<file path="src/rtl/trivium_pkg.sv">
// Shared constants, FSM encoding and load-state helper for the Trivium
// keystream generator.
//   INIT_ROUNDS : warm-up update steps before keystream is emitted
//   STATE_W     : cipher state width (s1..s288 map to bits [0]..[287])
//   KEY_W, IV_W : key and IV widths
package trivium_pkg;

    localparam int INIT_ROUNDS = 1152;
    localparam int STATE_W     = 288;
    localparam int KEY_W       = 80;
    localparam int IV_W        = 80;
    localparam int CNT_W       = 11;

    localparam logic [KEY_W-1:0] DEFAULT_KEY = '0;
    localparam logic [IV_W-1:0]  DEFAULT_IV  = '0;

    typedef enum logic [1:0] {
        ST_LOAD = 2'd0,
        ST_INIT = 2'd1,
        ST_GEN  = 2'd2
    } fsm_t;

    // Builds the initial state. Bit index i holds s(i+1), so the key MSB
    // lands in bit 0 (s1) and the IV MSB lands in bit 93 (s94).
    function automatic logic [STATE_W-1:0] load_state(
        input logic [KEY_W-1:0] key,
        input logic [IV_W-1:0]  iv
    );
        logic [STATE_W-1:0] s;
        s = '0;
        for (int i = 0; i < KEY_W; i++) s[i]      = key[KEY_W-1-i];
        for (int i = 0; i < IV_W;  i++) s[93 + i] = iv[IV_W-1-i];
        s[STATE_W-1 -: 3] = 3'b111;
        return s;
    endfunction

endpackage

</file>
<file path="src/rtl/trivium_core.sv">
// One combinational Trivium update step.
//   state_in  : current state, bit i = s(i+1)
//   state_out : state after one update step
//   z         : keystream bit produced by this step
module trivium_core
    import trivium_pkg::*;
(
    input  logic [STATE_W-1:0] state_in,
    output logic [STATE_W-1:0] state_out,
    output logic               z
);

    logic l1, l2, l3;
    logic t1, t2, t3;

    always_comb begin
        // Linear taps form the output bit before the nonlinear feedback.
        l1 = state_in[65]  ^ state_in[92];
        l2 = state_in[161] ^ state_in[176];
        l3 = state_in[242] ^ state_in[287];
        z  = l1 ^ l2 ^ l3;

        t1 = l1 ^ (state_in[90]  & state_in[91])  ^ state_in[170];
        t2 = l2 ^ (state_in[174] & state_in[175]) ^ state_in[263];
        t3 = l3 ^ (state_in[285] & state_in[286]) ^ state_in[68];

        // Three shift registers: s1..s93, s94..s177, s178..s288, each fed
        // at its low end by the feedback of the preceding register.
        state_out = {state_in[286:177], t2,
                     state_in[175:93],  t1,
                     state_in[91:0],    t3};
    end

endmodule

</file>
<file path="src/rtl/trivium.sv">
// Trivium keystream generator with a one-byte output handshake.
//   clk             : clock, all registers update on the rising edge
//   rst_n           : synchronous reset, active HIGH despite the name
//   keystream_read  : consumer pops the presented byte (ignored when not valid)
//   keystream_byte  : presented keystream byte, first generated bit in bit 7
//   keystream_valid : keystream_byte holds an unconsumed byte
// Parameters KEY and IV are fixed at elaboration; there are no key/IV ports.
module trivium
    import trivium_pkg::*;
#(
    parameter logic [KEY_W-1:0] KEY = DEFAULT_KEY,
    parameter logic [IV_W-1:0]  IV  = DEFAULT_IV
)(
    input  logic       clk,
    input  logic       rst_n,
    input  logic       keystream_read,
    output logic [7:0] keystream_byte,
    output logic       keystream_valid
);

    localparam logic [STATE_W-1:0] LOAD_VALUE = load_state(KEY, IV);
    localparam logic [CNT_W-1:0]   LAST_INIT  = CNT_W'(INIT_ROUNDS - 1);

    fsm_t               fsm_q,   fsm_d;
    logic [STATE_W-1:0] state_q, state_d;
    logic [CNT_W-1:0]   cnt_q,   cnt_d;
    logic [6:0]         col_q,   col_d;
    logic [2:0]         nbits_q, nbits_d;
    logic [7:0]         byte_q,  byte_d;
    logic               valid_q, valid_d;

    logic [STATE_W-1:0] core_next;
    logic               core_z;

    trivium_core u_core (
        .state_in  (state_q),
        .state_out (core_next),
        .z         (core_z)
    );

    always_comb begin
        fsm_d   = fsm_q;
        state_d = state_q;
        cnt_d   = cnt_q;
        col_d   = col_q;
        nbits_d = nbits_q;
        byte_d  = byte_q;
        valid_d = valid_q;

        if (keystream_read && valid_q) valid_d = 1'b0;

        unique case (fsm_q)
            ST_LOAD: begin
                state_d = LOAD_VALUE;
                cnt_d   = '0;
                fsm_d   = ST_INIT;
            end
            ST_INIT: begin
                state_d = core_next;
                if (cnt_q == LAST_INIT) begin
                    cnt_d = '0;
                    fsm_d = ST_GEN;
                end else begin
                    cnt_d = cnt_q + 1'b1;
                end
            end
            ST_GEN: begin
                if (nbits_q != 3'd7) begin
                    state_d = core_next;
                    col_d   = {col_q[5:0], core_z};
                    nbits_d = nbits_q + 1'b1;
                end else if (!valid_q || keystream_read) begin
                    // The 8th bit goes straight into the output register,
                    // so a byte is handed over on the same step it completes.
                    state_d = core_next;
                    byte_d  = {col_q, core_z};
                    valid_d = 1'b1;
                    col_d   = '0;
                    nbits_d = '0;
                end
                // Otherwise stall: output is full and not being read.
            end
            default: fsm_d = ST_LOAD;
        endcase
    end

    always_ff @(posedge clk) begin
        if (rst_n) begin
            fsm_q   <= ST_LOAD;
            cnt_q   <= '0;
            col_q   <= '0;
            nbits_q <= '0;
            byte_q  <= 8'h00;
            valid_q <= 1'b0;
        end else begin
            fsm_q   <= fsm_d;
            cnt_q   <= cnt_d;
            col_q   <= col_d;
            nbits_q <= nbits_d;
            byte_q  <= byte_d;
            valid_q <= valid_d;
        end
    end

    // The cipher state is overwritten in LOAD, so it needs no reset.
    always_ff @(posedge clk) begin
        state_q <= state_d;
    end

    assign keystream_byte  = byte_q;
    assign keystream_valid = valid_q;

endmodule

</file>
<file path="config.mk">
export PLATFORM = sky130hd
export DESIGN_NAME = trivium
export DESIGN_NICKNAME = d
export VERILOG_FILES = /design/src/rtl/trivium_pkg.sv /design/src/rtl/trivium_core.sv /design/src/rtl/trivium.sv
export SDC_FILE = /design/constraint.sdc
export NUM_CORES = 1
export LEC_CHECK = 0
export CORE_ASPECT_RATIO = 0.9
export CORE_UTILIZATION = 35
export CTS_CLUSTER_SIZE = 25
export DETAILED_ROUTE_END_ITERATION = 10
export GPL_TIMING_DRIVEN = 0
export PLACE_DENSITY = 0.51
export SYNTH_ARGS = -nofsm -noshare
export SYNTH_HDL_FRONTEND = slang
export SYNTH_SLANG_ARGS = --single-unit
</file>
<file path="constraint.sdc">
create_clock -name clk -period 54.1 [get_ports clk]
set_input_delay 10.82 -clock clk [delete_from_list [all_inputs] [get_ports clk]]
set_output_delay 10.82 -clock clk [all_outputs]
set_load 0.05 [all_outputs]
</file>
==> results of run 1 <==
==> final cells by class <==
class                      count  area (µm²)
sequential                   320        9290
fill                        3100       19900
tap                          462         578
inverter                       6        22.5
timing repair buffer          22         353
clock buffer                  46         960
clock inverter                16         143
buffer                        39         146
multi-input combinational    417        2660
==> registers in the layout (all words and copies together) (netlist names) <==
| signal | cells |
|---|---|
| col_q | 7 |
| keystream_valid | 1 |
| keystream_byte | 8 |
| state_q | 288 |
| cnt_q | 11 |
| nbits_q | 3 |
| fsm_q | 2 |
==> metrics by stage <==
stage	area, µm²	util (%)	instances	setup slack (ns)
finish	14200	41.6	1328	41.13
global route	14200	41.6	1328	40.90
CTS	14200	41.6	1328	41.12
detailed placement	13000	38.3	1266	40.57
global placement	12800	37.6	1255	22.56
floorplan	12100	-	782	30.25
==> worst max-delay path, stage by stage <==
cell and delay, ns:
sky130_fd_sc_hd__clkdlybuf4s50_1 0.39, sky130_fd_sc_hd__nand2b_1 0.17, sky130_fd_sc_hd__o21ai_0 0.35, sky130_fd_sc_hd__clkbuf_1 0.44
sky130_fd_sc_hd__o21ai_4 0.23, sky130_fd_sc_hd__buf_16 0.23, sky130_fd_sc_hd__buf_12 0.18, sky130_fd_sc_hd__buf_12 0.18
sky130_fd_sc_hd__buf_12 0.18
==> cells in the final DEF (no fill, tap or decap), drive strengths merged, types with 3 or more instances in the layout <==
cell type / instances
and2: 286
xnor2: 13
dfxtp: 32
a21oi: 14
nor2: 17
edfxtp: 288
nand2: 18
nand2b: 4
mux2i: 9
a22o: 4
clkdlybuf4s50: 11
inv: 6
nand3: 12
clkbuf: 85
bufinv: 3
o21ai: 7
a211oi: 3
buf: 11
ha: 6
or3: 3
clkinv: 13
==> worst min-delay path by stage <==
stage / from / endpoint / slack (ns) / cells after the start
3_3_place_gp: nbits_q[1]$_SDFFE_PP0P_ / nbits_q[1]$_SDFFE_PP0P_ / 0.45 / 2
5_1_grt: col_q[6]$_SDFFE_PP0P_ / col_q[6]$_SDFFE_PP0P_ / 0.49 / 2
3_5_place_dp: col_q[6]$_SDFFE_PP0P_ / col_q[6]$_SDFFE_PP0P_ / 0.45 / 2
4_1_cts: col_q[6]$_SDFFE_PP0P_ / col_q[6]$_SDFFE_PP0P_ / 0.46 / 2
6_report: col_q[6]$_SDFFE_PP0P_ / col_q[6]$_SDFFE_PP0P_ / 0.46 / 2
2_1_floorplan: col_q[6]$_SDFFE_PP0P_ / col_q[6]$_SDFFE_PP0P_ / 0.43 / 2
==> metal layers <==
| metal | vias to the layer above | wire length, µm | GRT usage [%] |
|---|---|---|---|
| met4 | 0 | 310 | 3.88 |
| met1 | 2802 | 9650 | 16.5 |
| li1 | 2861 | - | - |
| met2 | 71 | 6670 | 13.4 |
| met5 | - | 0 | 0 |
| met3 | 24 | 665 | 2.70 |
==> power by group <==
part,internal (mW),switching [mW]
combinational,0.0820,0.144
sequential,0.424,0.0213
clock,0.139,0.0912
==> cells by family after synthesis <==
group           Yosys count  synth area share, %
simple gates            351                 17.4
flops                   320                 76.7
buf+inv                  45                 1.40
compound gates           37                 2.13
xor+xnor                 14                 1.01
mux                       9                0.744
fa+ha+maj                 6                0.620
==> summary by stage, run 1 <==
Detailed routing
Before antenna repair, the detailed router went through 4 iterations. In this run the remaining antenna-violating nets after routing total 0. In the routed layout, each cell is associated on average with a via count of 4.34.

The final wirelength is ~17000 µm. The DRC violations left is 0. The wire length per cell after detailed routing is between 10 and 15 µm. In this run, the number of DRC markers left after iteration 0 of detailed routing was between 300 and 400.

The routed via count is about 5800.

Flow run
Max-cap violations in this run came to 0.

Synth
In the synthesized netlist the dominant register cell turns out to be sky130_fd_sc_hd__edfxtp_1. The number of flops mapped to enable cells by yosys is between 200 and 300. The commonest cells after synthesis are sky130_fd_sc_hd__edfxtp_1 (288), sky130_fd_sc_hd__and2_1 (286), sky130_fd_sc_hd__clkbuf_1 (39), sky130_fd_sc_hd__dfxtp_1 (32), sky130_fd_sc_hd__nand2_1 (18). The Yosys step of the flow raised 0 warnings. The count of distinct cell types in the synthesized netlist is 36.

Averaged over all synthesized cells, the footprint is 15.5 µm². The leading cell type by number of instances after synthesis is sky130_fd_sc_hd__edfxtp_1. By area the synthesized netlist is led by sky130_fd_sc_hd__edfxtp_1 (71%), sky130_fd_sc_hd__and2_1 (15%), sky130_fd_sc_hd__dfxtp_1 (5.3%), sky130_fd_sc_hd__clkbuf_1 (1.2%), sky130_fd_sc_hd__xnor2_1 (0.94%). The area of the mapped netlist is around 12000 µm². The post-synthesis cell type with the largest combined area is sky130_fd_sc_hd__edfxtp_1. After technology mapping, the gate count stands at just under 800. For this run, asynchronously set or reset flops after synthesis account for 0%. The proportion of netlist area held by the largest area contributor is 71.4%. The synthesized design contains 320 register bits. Sequential elements use between 70% and 80% of the synthesized area. The synthesized netlist net count is 791.

Clocking
The clock latency on the worst-skew pair is slightly above 0.5 ns. The number of post-CTS setup repair buffers is 0. The number of buffers created by CTS is 34.

The tree is rooted in a sky130_fd_sc_hd__clkbuf_16. The clock transition at the registers of the reported paths is 0.06 ns. Gates resized during post-CTS repair numbered 0. The H-tree generated during clock tree synthesis spans 2 levels. The clock passes through at most 3 buffers. TritonCTS built the clock tree. Counting every sink on the clock net gives 320. The count of hold-fix buffers inserted at cts is 0.

Setup path
The worst setup slack for register-to-register paths is between 50 and 60 ns. The startpoint type of the worst setup path is a primary input. The endpoint arrival time on the critical path is between 10 and 15 ns.

In this run the worst path has a maximum fanout of 29. The worst setup path startpoint is keystream_read. The required time at the endpoint of the critical path is around 54 ns. The worst setup path is of the in2reg kind. The endpoint of the worst-slack reg-to-reg timing path is state_q[120]$_SDFFCE_PN0P_. The worst register-to-register path begins at nbits_q[0]$_SDFFE_PP0P_.

The worst setup path is captured at a flip-flop. The worst reg-to-reg path cell count is 10. The critical path ends at state_q[120]$_SDFFCE_PN0P_.

STA
Measured against its own limit, the worst slew margin works out to roughly three fifths. The worst path uses around a quarter of the clock period. Clock skew on the completed layout was measured at 0.0155 ns. The final number of setup-violating endpoints is 0. Final hold analysis gives a worst-case slack of between 0.4 and 0.5 ns. Derived from the worst setup path, the maximum achievable clock frequency is ~77 MHz. The number of slew-limit violations in the final report is 0. Setup repair after global routing left no endpoint under its margin. For the pin with the worst max-slew slack, the measured transition is just over 0.6 ns. The hold violation count in the final report is 0. The worst path needs 12.97 ns of the cycle, external delays included. Adding up every negative setup slack in the final design gives 0 ns.

Placed design
Once detailed placement completed, the half-perimeter wirelength came to ~9700 µm. Buffers placed on the I/O ports in this run total 11. The congestion estimate from routability-driven global placement came to approximately 0.7.

GRT
The initial antenna violation count is 0. The first global-routing pass estimated just under 30000 µm of wire. The total global-route track usage is a little over a tenth.

The pin count of the biggest net entering global routing is 32. The number of global-route vias before repair is approximately 5600. The sum of overflow across all layers after global routing is 0.

Power and ir drop
In this run the power density over the cells is between 60 and 70 nW/µm². The design draws about 0.90 mW. Across the VDD grid, the largest voltage drop is about 0.025 mV.

In this run the static leakage power is roughly 5.2 nW.

Layout
The antenna diode count is 0. In the final layout, the share of cells above drive strength 1 is slightly below 7%. The net count of the finished layout is around 850. From synthesis to final layout, the design area changed by 16.9%.

Floorplanning
The floorplan has 64 rows. The horizontal die dimension is 198 µm. The core region is roughly 34000 µm². For this configuration, the core starts out at a cell density of a little over a third. The top-level I/O count is 12. The die covers 35300 µm². The die is around 180 µm tall.

Min path
The worst hold path class is reg2reg.

Run status
The flow ran to the end, and the final reports show no timing, DRC or antenna violations.
Note: power is estimated with default switching activity, not from simulation.
==> inputs of run 2 (changes only) <==
Clock period 54.1 ns to 12.8 ns, I/O delays scaled along.
==> run 2 against run 1 <==
- worst setup slack got worse by 33 ns
- register-to-register slack got worse by 41 ns
- clock power rose to 4.0 times the previous value
- critical path type unchanged
- critical endpoint is now state_q[9]$_SDFFCE_PN0P_
==> summary by stage, run 2 (same netlist as run 1, synthesis figures left out) <==
Run status
The flow ran to the end, and the final reports show no timing, DRC or antenna violations.

Layout
The library cell used most frequently in the layout, excluding fill and tap cells, is sky130_fd_sc_hd__edfxtp_1. In the final design database the tool counted 849 nets. The top cell types in the final layout, fill and taps aside, are sky130_fd_sc_hd__edfxtp_1 (288), sky130_fd_sc_hd__and2_1 (286), sky130_fd_sc_hd__clkbuf_1 (51), sky130_fd_sc_hd__clkbuf_16 (37), sky130_fd_sc_hd__dfxtp_1 (32). The register name with the most flops is state_q.

The number of antenna diodes in the final layout is 0. Relative to the synthesized area, the layout overhead comes to 16.3%. At the end of the flow the core is filled with cells to 41.4%. The flip-flop count of the largest register, all copies and words added is 288. Fill cells in the final layout number ~3100.

In the final layout, the share of cells above drive strength 1 is 6.81%. After routing the design area is ~14000 µm². The count of placed standard cells in the final layout, fillers left out is 1328.

Floorplanning
The die outline height is around 180 µm. The area of the die is around 35000 µm². The horizontal die dimension is 198 µm. The initialized floorplan defines 64 standard-cell rows. The total area inside the core boundary comes to 34000 µm². The top-level I/O count is 12. The initial cell density of the core is 35.6%.

Clocking
The root buffer cell chosen for the clock tree is sky130_fd_sc_hd__clkbuf_16. The clock transition at the registers of the reported paths is approximately 0.060 ns. The TritonCTS clock tree is done.

The count of hold-fix buffers inserted at cts is 0. The clock reaches the later pin of the worst-skew pair after ~0.50 ns. Post-CTS timing repair inserted 0 buffers for setup. The number of sinks on the clock net is 320.

The count of instances resized after the clock tree is built is 0. The number of buffers created by CTS is 34. In this run the deepest clock path goes through 3 buffers. The H-tree was split into 2 levels.

Detailed routing
The number of DRC markers after the initial detailed-route iteration is ~350. The routed design has roughly 17000 µm of wire. In the routed design, unresolved DRC markers number 0. The first TritonRoute pass finished after 4 iterations. The routed via count is a little under 6000. The wire length per cell after detailed routing is ~13 µm. The per-cell via count in the routed design is 4.36. The count of nets left with antenna violations once routing finished came out at 0.

GRT
The initial antenna violation count is 0. The pin count of the biggest net entering global routing is 30. The wire length of the first global-routing pass is slightly below 30000 µm. The total overflow left after global routing is 0. Global routing consumed, over all layers together, 10.5% of the routing resources. The number of global-route vias before repair is between 5000 and 6000.

Placed design
The detailed-placement wirelength estimate is 9820 µm. The congestion estimate from routability-driven global placement came to approximately 0.7. Input and output buffers added on the ports amount to 11. In this run the cell area measured after placement is around 13000 µm². The total instance count after detailed placement is 1266.

Setup path
At the worst endpoint, the arrival time is ~5.0 ns. The startpoint type of the worst setup path is a primary input. The most repeated library cell on the critical path is sky130_fd_sc_hd__buf_12. For this run, the slowest stage of the critical path takes 0.46 ns.

The worst setup path is of the in2reg kind. Data on the critical path is required at its endpoint by between 10 and 15 ns. The cell at the slowest stage of the critical path is sky130_fd_sc_hd__clkbuf_1.

The signal on the critical path passes through clkdlybuf4s50_1 -> nand2b_1 -> o21ai_0 -> clkbuf_1 -> o21ai_4 -> buf_12 -> buf_12 -> buf_12. The endpoint class of the critical path is a flip-flop. In this run the worst path has a maximum fanout of 28.

STA
The worst pin sits at a relative slew slack of 49.3%. The hold violation count in the final report is 0. Setup violations remaining at the end of the flow were counted as 0. Static timing analysis puts the maximum clock frequency at 212 MHz. At the pin with the least slew margin, the transition time is around 0.76 ns. The clock arrives with ~0.0069 ns of skew. The setup TNS after final layout is 0 ns.

The final clock period utilization by the worst path is 36.8%. Setup repair after global routing left no endpoint under its margin. The clock period could shrink to approximately 4.7 ns.

The number of slew-limit violations in the final report is 0.

Power and ir drop
For this design the static power due to leakage is ~5.2 nW. Power comes to 3.75 mW. VDD sags by at most around 0.11 mV. For this design the ratio of total power to cell area is ~270 nW/µm².

Flow run
The tool flagged a number of max-cap violations equal to 0.

Min path
The min-delay analysis places its worst path in the category reg2reg.
run 2: cell type report:
class                   instances  area, µm²  share of cell area [%]
plain buffers                  39        146                    1.04
clock buffers                  50        985                    6.99
clock inverters                12       55.1                   0.391
inverters                       6       22.5                   0.160
multi-input cells             417       2660                    18.9
flip-flops and latches        320       9290                    66.0
well taps                     462        578                    4.11
repair buffers                 22        345                    2.45
run 2: metrics by stage:
stage,hold slack (ns),worst slack [ns]
floorplan,0.432,3.79
global placement,0.444,0.264
detailed placement,0.454,7.57
CTS,0.463,8.10
global route,0.488,7.92
finish,0.458,8.09
run 2: path summary, 6_finish.rpt:
check,startpoint,depth (start not counted),slack (ns),endpoint
worst min-delay path,col_q[6]$_SDFFE_PP0P_,2,0.46,col_q[6]$_SDFFE_PP0P_
worst min register to register,col_q[6]$_SDFFE_PP0P_,2,0.46,col_q[6]$_SDFFE_PP0P_
worst max-delay path,keystream_read,8,8.09,state_q[9]$_SDFFCE_PN0P_
worst max register to register,nbits_q[0]$_SDFFE_PP0P_,9,9.81,state_q[9]$_SDFFCE_PN0P_
run 2: critical path, delay by kind of cell:
kind / cells / cell delay [ns]
buf+inv: 5 / 1.49
compound gates: 2 / 0.71
simple gates: 1 / 0.18
run 2: metal layers:
metal,track usage [%],up-vias,wire length [µm]
met5,0,-,0
met4,3.78,0,391
met3,2.55,35,647
met2,13.4,62,6740
met1,16.8,2840,9680
li1,-,2859,-
run 2: power by group:
part           internal [mW]  total, mW  switching [mW]
combinational          0.342      0.948           0.606
clock                  0.534      0.917           0.383
sequential              1.79       1.88          0.0922
total                   2.67       3.75            1.08
